===== src/rtl/coef_fetch_fsm_flex.sv =====
// coef_fetch_fsm_flex: coefficient SRAM burst-read controller with an update-mode hand-off; SAMPLE_PEND_EN enables a one-deep strobe pending flag
module coef_fetch_fsm_flex #(
  parameter int P_TAP_NUM = 16
) (
  input  logic        iClk12M,
  input  logic        iRst,
  input  logic        iUpdateFlag,
  input  logic        iEnSample,
  input  logic [15:0] iRdDt,
  output logic [1:0]  oCurState,
  output logic        oCsn_Fsm,
  output logic        oWrn_Fsm,
  output logic [3:0]  oAddr_Fsm,
  output logic [15:0] oCoeff,
  output logic        oCoeffValid,
  output logic [3:0]  oCoeffIdx,
  output logic        oCoeffLast,
  output logic        oBusy
);
  typedef enum logic [1:0] {IDLE = 2'b00, UPDATE = 2'b01, MEMRD = 2'b10, DRAIN = 2'b11} state_t;
  localparam logic [3:0] LAST = 4'(P_TAP_NUM - 1);
  state_t     state_q;
  logic [3:0] cnt_q, idx_q;
  logic       csn_q, valid_q, last_q, start;
`ifdef SAMPLE_PEND_EN
  logic pend_q;
  assign start = iEnSample | pend_q;
  // an update request in Idle defers the pending burst rather than consuming it
  always_ff @(posedge iClk12M) begin
    if (iRst) pend_q <= 1'b0;
    else if (state_q == IDLE && !iUpdateFlag) pend_q <= 1'b0;
    else if (state_q[1] && iEnSample) pend_q <= 1'b1;
  end
`else
  assign start = iEnSample;
`endif
  always_ff @(posedge iClk12M) begin
    if (iRst) begin
      state_q <= IDLE;
      cnt_q   <= '0;
      csn_q   <= 1'b1;
      valid_q <= 1'b0;
      idx_q   <= '0;
      last_q  <= 1'b0;
    end else begin
      valid_q <= ~csn_q;
      idx_q   <= cnt_q;
      last_q  <= ~csn_q && cnt_q == LAST;
      case (state_q)
        IDLE: begin
          if (iUpdateFlag) state_q <= UPDATE;
          else if (start) begin
            state_q <= MEMRD;
            csn_q   <= 1'b0;
          end
        end
        UPDATE: if (!iUpdateFlag) state_q <= IDLE;
        MEMRD: begin
          if (cnt_q == LAST) begin
            state_q <= DRAIN;
            csn_q   <= 1'b1;
            cnt_q   <= '0;
          end else cnt_q <= cnt_q + 4'd1;
        end
        DRAIN: state_q <= IDLE;
      endcase
    end
  end
  assign oCurState   = state_q;
  assign oCsn_Fsm    = csn_q;
  assign oWrn_Fsm    = 1'b1;
  assign oAddr_Fsm   = cnt_q;
  assign oCoeff      = iRdDt;
  assign oCoeffValid = valid_q;
  assign oCoeffIdx   = idx_q;
  assign oCoeffLast  = last_q;
  assign oBusy       = state_q[1];
endmodule

===== config.mk =====
export PLATFORM = sky130hd
export DESIGN_NAME = coef_fetch_fsm_flex
export DESIGN_NICKNAME = d
export VERILOG_FILES = /design/src/rtl/coef_fetch_fsm_flex.sv
export SDC_FILE = /design/constraint.sdc
export NUM_CORES = 1
export LEC_CHECK = 0
export BUFFER_PORTS_ARGS = -buffer_cell sky130_fd_sc_hd__buf_2
export CAP_MARGIN = 20
export CORE_MARGIN = 4
export CORE_UTILIZATION = 33
export CTS_CLUSTER_DIAMETER = 60
export DETAILED_ROUTE_END_ITERATION = 12
export PLACE_DENSITY = 0.73
export SYNTH_ARGS = -nofsm -noshare
export SYNTH_HDL_FRONTEND = slang
export SYNTH_SLANG_ARGS = --single-unit
export TNS_END_PERCENT = 30

===== constraint.sdc =====
create_clock -name iClk12M -period 1.05 [get_ports iClk12M]
set_input_delay 0.21 -clock iClk12M [delete_from_list [all_inputs] [get_ports iClk12M]]
set_output_delay 0.21 -clock iClk12M [all_outputs]
set_load 0.02 [all_outputs]

==> results.ini, run 1 <==
[critical_path]
critPathMaxFanout = 4
cp-start-kind = flip-flop
worstPathArrival_ns = 1.35
cp-startpoint = oAddr_Fsm[0]$_SDFFE_PP0P_
r2r-start = oAddr_Fsm[0]$_SDFFE_PP0P_
required_ns = 1.25
crit_type = reg -> reg
end_kind = flip-flop

[clocking]
cts_tree = done
ctsHoldBuffers = 0
cts_inserted_buffers = 3
clockRootBuffer = clkbuf_4
clkLatencyLatePin_ns = 0.27
clk_pin_slew_ns = 0.07
cts_buffer_depth = 2
ctsHtreeMaxLevel = 1
clock_sinks = 13

[synth]
synth_top_cell_by_area = dfxtp_1
yosys-top-cells-count = buf_4, dfxtp_1, nor2_1, nor2b_1, a21oi_1
ys_ff_latch = 13
synth-async-reset-ratio = 0
synthFlopType = dfxtp_1
netlist_instances = 65
synth_edf_count = 0
synth_most_common_cell = buf_4
synthesis.area_um2 = 614
avgSynthCellArea_um2 = 9.45
synth.distinct_cells = 21
synth_top_area_share = 0.424
synth_seq_area_share = 0.424
synthesis.nets = 86
yosysWarnings = 0
synthTopCellsByArea = dfxtp_1, buf_4, nor2b_1

[die]
initial_core_util = 0.352
dieWidth_um = 51.1
ios = 51
fp.coreArea_um2 = 1750
die_y_um = 51.1
std_cell_rows = 15
fp.dieArea_um2 = 2620

[timing]
fin_crit_ns = 1.15
finalHoldViolations = 0
setup_viol_count_final = 8
fin_crit_sh = 1.09
fin_setup_tns_ns = -0.226
setup_ws_ns = -0.0971
slew_viol_final = 0
rsz0062_at_grt = true
clock-skew-final_ns = 0.000524
clock.fmax_ghz = 0.872

[status]
outcome = complete, but fails checks
violations = setup timing

[pwr]
p_leak_nw = 0.361
ir_worst_vdd_mv = 0.500
power_density_nw_per_um2 = 1220

[place]
portBuffers = 17
place_ws_ns = -0.101
dpl.hpwl_um = 802
place.gp.congestion = 0.734
dpl-instance-area_um2 = 669

[global_route]
grt_pass1_wl_um = 1750
grt_antenna_before_repair = 0
grt_usage = 0.0878
globalRouteOverflowTotal = 0
grt_pass1_vias = 433
grt_max_degree = 14

[worst_hold_path]
worstHoldStart = iUpdateFlag
hp-class = in -> reg

[finish]
fin_area_um2 = 793
final_util = 0.454
syn_to_final_growth_pct = 29.1
antennaDiodeCount = 0
multi_input_area_um2 = 228
nets = 101
register_area_um2 = 274
nFillCells = 158
layout-drive-gt1-share = 0.557

[route]
routed_wirelength_um = 1100
dr.pass1.iters = 4
wire_per_inst_um = 10.6
viasPerCell = 4.33
ant_nets = 0
vias = 450
drc = 0
drtIter0Drc = 2

[job]
cap_violations = 0

[power by group]
| group | internal [mW] | leakage (nW) | switching [mW] |
|---|---|---|---|
| Sequential | 0.508 | 0.109 | 0.0132 |
| Combinational | 0.0740 | 0.237 | 0.0728 |
| Clock | 0.147 | 0.0150 | 0.148 |
| Total | 0.729 | 0.361 | 0.234 |
[kinds of logic after synthesis]
group	after synthesis	synth area share
other cells	1	0.00610
buf+inv	20	0.238
fa+ha+maj	1	0.0204
flops	13	0.424
simple gates	20	0.191
compound gates	7	0.0733
xor+xnor	1	0.0143
mux	2	0.0326
[cell usage in the layout (no fill, tap or decap), types with 3 or more instances in the layout]
| cell | n |
|---|---|
| buf_2 | 10 |
| buf_6 | 10 |
| buf_4 | 9 |
| dfxtp_1 | 6 |
| nor2_1 | 5 |
| dfxtp_2 | 5 |
| nor2b_1 | 4 |
| a21oi_1 | 3 |
| clkbuf_4 | 3 |
[metrics by stage]
step	power [mW]	instances	hold WS (ns)
3_3_place_gp	0.647	96	0.420
4_1_cts	0.969	103	0.214
6_report	0.964	104	0.216
3_5_place_dp	0.651	96	0.420
5_1_grt	1.01	104	0.248
2_1_floorplan	0.696	65	0.282
[area by class of cell]
type / instances / area share
Sequential cell: 13 / 0.345
Timing Repair Buffer: 29 / 0.290
Multi-Input combinational cell: 32 / 0.287
Tap cell: 25 / 0.0394
Clock buffer: 4 / 0.0331
Inverter: 1 / 0.00473
[critical path: stages (launching register included)]
cell and delay, ns:
dfxtp_4 0.35, ha_4 0.16, nand3_2 0.06, or3b_4 0.38, a21oi_2 0.13
[what timing repair did]
item	CTS	global route
endpoints found under the setup margin	11	13
pin swaps	1	3
gates resized for setup	20	3
buffers inserted	3	1
[routing by layer]
layer	vias to the layer above	GRT usage	routed length (um)
met3	4	0.0233	136
met4	0	0.0538	21
met2	23	0.159	527
li1	222	-	-
met5	-	0	0
met1	201	0.0882	415
[flip-flops by register name, indices dropped and copies added, names as in the netlist]
name,cells
oCsn_Fsm,1
oCurState,2
oCoeffValid,1
oCoeffIdx,4
oCoeffLast,1
oAddr_Fsm,4
[worst paths after layout]
check	endpoint	slack (ns)	cells past startpoint
setup reg to reg	oAddr_Fsm[0]$_SDFFE_PP0P_	-0.1	4
hold reg to reg	oCoeffValid$_SDFF_PP0_	0.45	1
setup / recovery	oAddr_Fsm[0]$_SDFFE_PP0P_	-0.1	4
hold / removal	oCurState[0]$_SDFFE_PP0P_	0.22	3
Note: power is estimated with default switching activity, not from simulation.
==> run 2: changes to the inputs <==
==> constraint.sdc (replaced) <==
create_clock -name iClk12M -period 1.05 [get_ports iClk12M]
set_input_delay 0.21 -clock iClk12M [delete_from_list [all_inputs] [get_ports iClk12M]]
set_output_delay 0.21 -clock iClk12M [all_outputs]
set_load 0.1 [all_outputs]
==> run 2 against run 1 <==
Compared with the run above: the flow still finishes with violations (setup timing); register-to-register slack got worse by 0.02 ns; wire length increased by 25%; clock skew hardly changed; global-route usage grew 2.6 points; utilization rose by 12 points.
==> results.ini, run 2 (synthesis results as in run 1) <==
[die]
std_cell_rows = 15  ; unchanged
initial_core_util = 0.352  ; unchanged
die_y_um = 51.1  ; unchanged
fp.dieArea_um2 = 2620  ; unchanged
dieWidth_um = 51.1  ; unchanged
fp.coreArea_um2 = 1750  ; unchanged
ios = 51  ; unchanged

[global_route]
grt_usage = 0.114  ; +0.0265
grt_antenna_before_repair = 0  ; unchanged
globalRouteOverflowTotal = 0  ; unchanged
grt_max_degree = 14  ; unchanged
grt_pass1_vias = 490  ; +13%
grt_pass1_wl_um = 2240  ; +28%

[finish]
antennaDiodeCount = 0  ; unchanged
final_util = 0.576  ; +0.121
fin_area_um2 = 1000  ; +27%
mostFrequentLayoutCell = buf_12
final_cell_mix = buf_12, buf_4, dfxtp_4
final_cell_count_no_fill = 106  ; +1.9%
syn_to_final_growth_pct = 63.5
layout-drive-gt1-share = 0.642  ; +0.0850
nets = 103  ; +2.0%

[route]
route.met2.wl_um = 692  ; +31%
drtIter0Drc = 6  ; +4
met3WireLength_um = 138  ; +1.5%
wire_per_inst_um = 13.0  ; +23%
routed_wirelength_um = 1380  ; +25%
ant_nets = 0  ; unchanged
dr.pass1.iters = 4  ; unchanged
viasPerCell = 4.45  ; +2.9%
drc = 0  ; unchanged
highest_layer = met4
drt-met1-wl_um = 535  ; +29%
vias = 472  ; +4.9%

[clocking]
clockRootBuffer = clkbuf_4
ctsHtreeMaxLevel = 1  ; unchanged
clock_sinks = 13  ; unchanged
cts_inserted_buffers = 3  ; unchanged
cts_buffer_depth = 2  ; unchanged
cts_tree = done
clk_pin_slew_ns = 0.08  ; about the same
clkLatencyLatePin_ns = 0.27  ; about the same

[critical_path]
r2r-start = oAddr_Fsm[0]$_SDFFE_PP0P_
worstRegToRegCells = 5  ; +1
end_kind = flip-flop
r2r_slack_ns = -0.11  ; -0.02 ns
cp-start-kind = flip-flop
crit_type = reg -> reg
worstPathArrival_ns = 1.32  ; -0.03 ns
rr_endpoint = oCurState[0]$_SDFFE_PP0P_
critPathMaxFanout = 3  ; -1
required_ns = 1.21  ; -0.04 ns

[timing]
rsz0062_at_grt = true
clock.fmax_ghz = 0.859  ; -1.5%
setup_ws_ns = -0.114  ; -0.0173 ns
fin_crit_sh = 1.11  ; +0.0165
hold-worst-slack_ns = 0.233  ; +0.0168 ns
slew_viol_final = 0  ; unchanged
finalHoldViolations = 0  ; unchanged
clock-skew-final_ns = 0.00100  ; +0.000479 ns
fin_crit_ns = 1.16  ; +0.0173 ns
setup_viol_count_final = 9  ; +1

[pwr]
ir_worst_vdd_mv = 0.581  ; +16%
p_leak_nw = 0.413  ; +15%
power_mw = 1.14  ; +19%
power_density_nw_per_um2 = 1140  ; -6.3%

[place]
placed_cells = 95  ; -1.0%
dpl.hpwl_um = 953  ; +19%
portBuffers = 17  ; unchanged
dpl-instance-area_um2 = 887  ; +33%
place.gp.congestion = 0.733  ; about the same

[worst_hold_path]
hp-class = in -> reg
hold-path-endpoint = oCurState[0]$_SDFFE_PP0P_
hold_path_depth = 3  ; unchanged
worstHoldStart = iUpdateFlag

[status]
violations = setup timing
outcome = complete, but fails checks

[job]
cap_violations = 0  ; unchanged

## run 2: cell types whose count changed in the layout (fill, tap and decap cells not counted)
cell / before / now
a21oi_1: 3 / 2
dfxtp_1: 6 / 1
a21oi_2: 1 / 2
dfxtp_4: 2 / 7
buf_12: 0 / 14
buf_6: 10 / 5
buf_2: 10 / 3
## run 2: repair_timing
item,4_1_cts,5_1_grt
endpoints found under the setup margin,9,18
hold buffers,0,0
buffers inserted,5,2
pin swaps,3,3
endpoints found under the hold margin,0,0
gates resized for setup,7,7
## run 2: critical path, cell delays in order, from the launching register on
cell	delay [ns]
dfxtp_4	0.36
ha_4	0.16
buf_4	0.14
and4b_1	0.20
mux2i_1	0.14
nor2_1	0.06
## run 2: through the flow
stage,setup slack (ns),setup TNS [ns]
floorplan,-0.211,-0.935
finish,-0.114,-0.715
detailed placement,-0.0984,-0.116
global placement,-0.0699,-0.0699
CTS,-0.0984,-0.681
global route,-0.137,-1.12
## run 2: layout make-up
class | instances | area [um^2]
flip-flops and latches | 13 | 293
multi-input cells | 32 | 231
fillers | 143 | 741
well taps | 25 | 31.3
clock buffers | 4 | 26.3
repair buffers | 31 | 419
inverters | 1 | 3.75
## run 2: power breakdown
part,internal [mW],leakage (nW),switching (mW),total [mW]
logic,0.121,0.286,0.204,0.325
clock network,0.147,0.0150,0.151,0.298
registers,0.501,0.113,0.0198,0.521
## run 2: worst max-delay path by stage
stage	startpoint	to	cells past startpoint
after detailed placement	oAddr_Fsm[1]$_SDFFE_PP0P_	oAddr_Fsm[0]$_SDFFE_PP0P_	4
after floorplan	oAddr_Fsm[1]$_SDFFE_PP0P_	oAddr_Fsm[0]$_SDFFE_PP0P_	4
after CTS	oAddr_Fsm[0]$_SDFFE_PP0P_	oAddr_Fsm[0]$_SDFFE_PP0P_	4
final	oAddr_Fsm[0]$_SDFFE_PP0P_	oCurState[0]$_SDFFE_PP0P_	5
after global routing	oAddr_Fsm[1]$_SDFFE_PP0P_	oAddr_Fsm[0]$_SDFFE_PP0P_	4
after global placement	oAddr_Fsm[1]$_SDFFE_PP0P_	oAddr_Fsm[0]$_SDFFE_PP0P_	4
## run 2: per-layer routing
metal  vias up  GRT usage
li1        231          -
met1       217      0.112
met2        20      0.202
met3         4     0.0408
met4         0     0.0717
met5         -          0
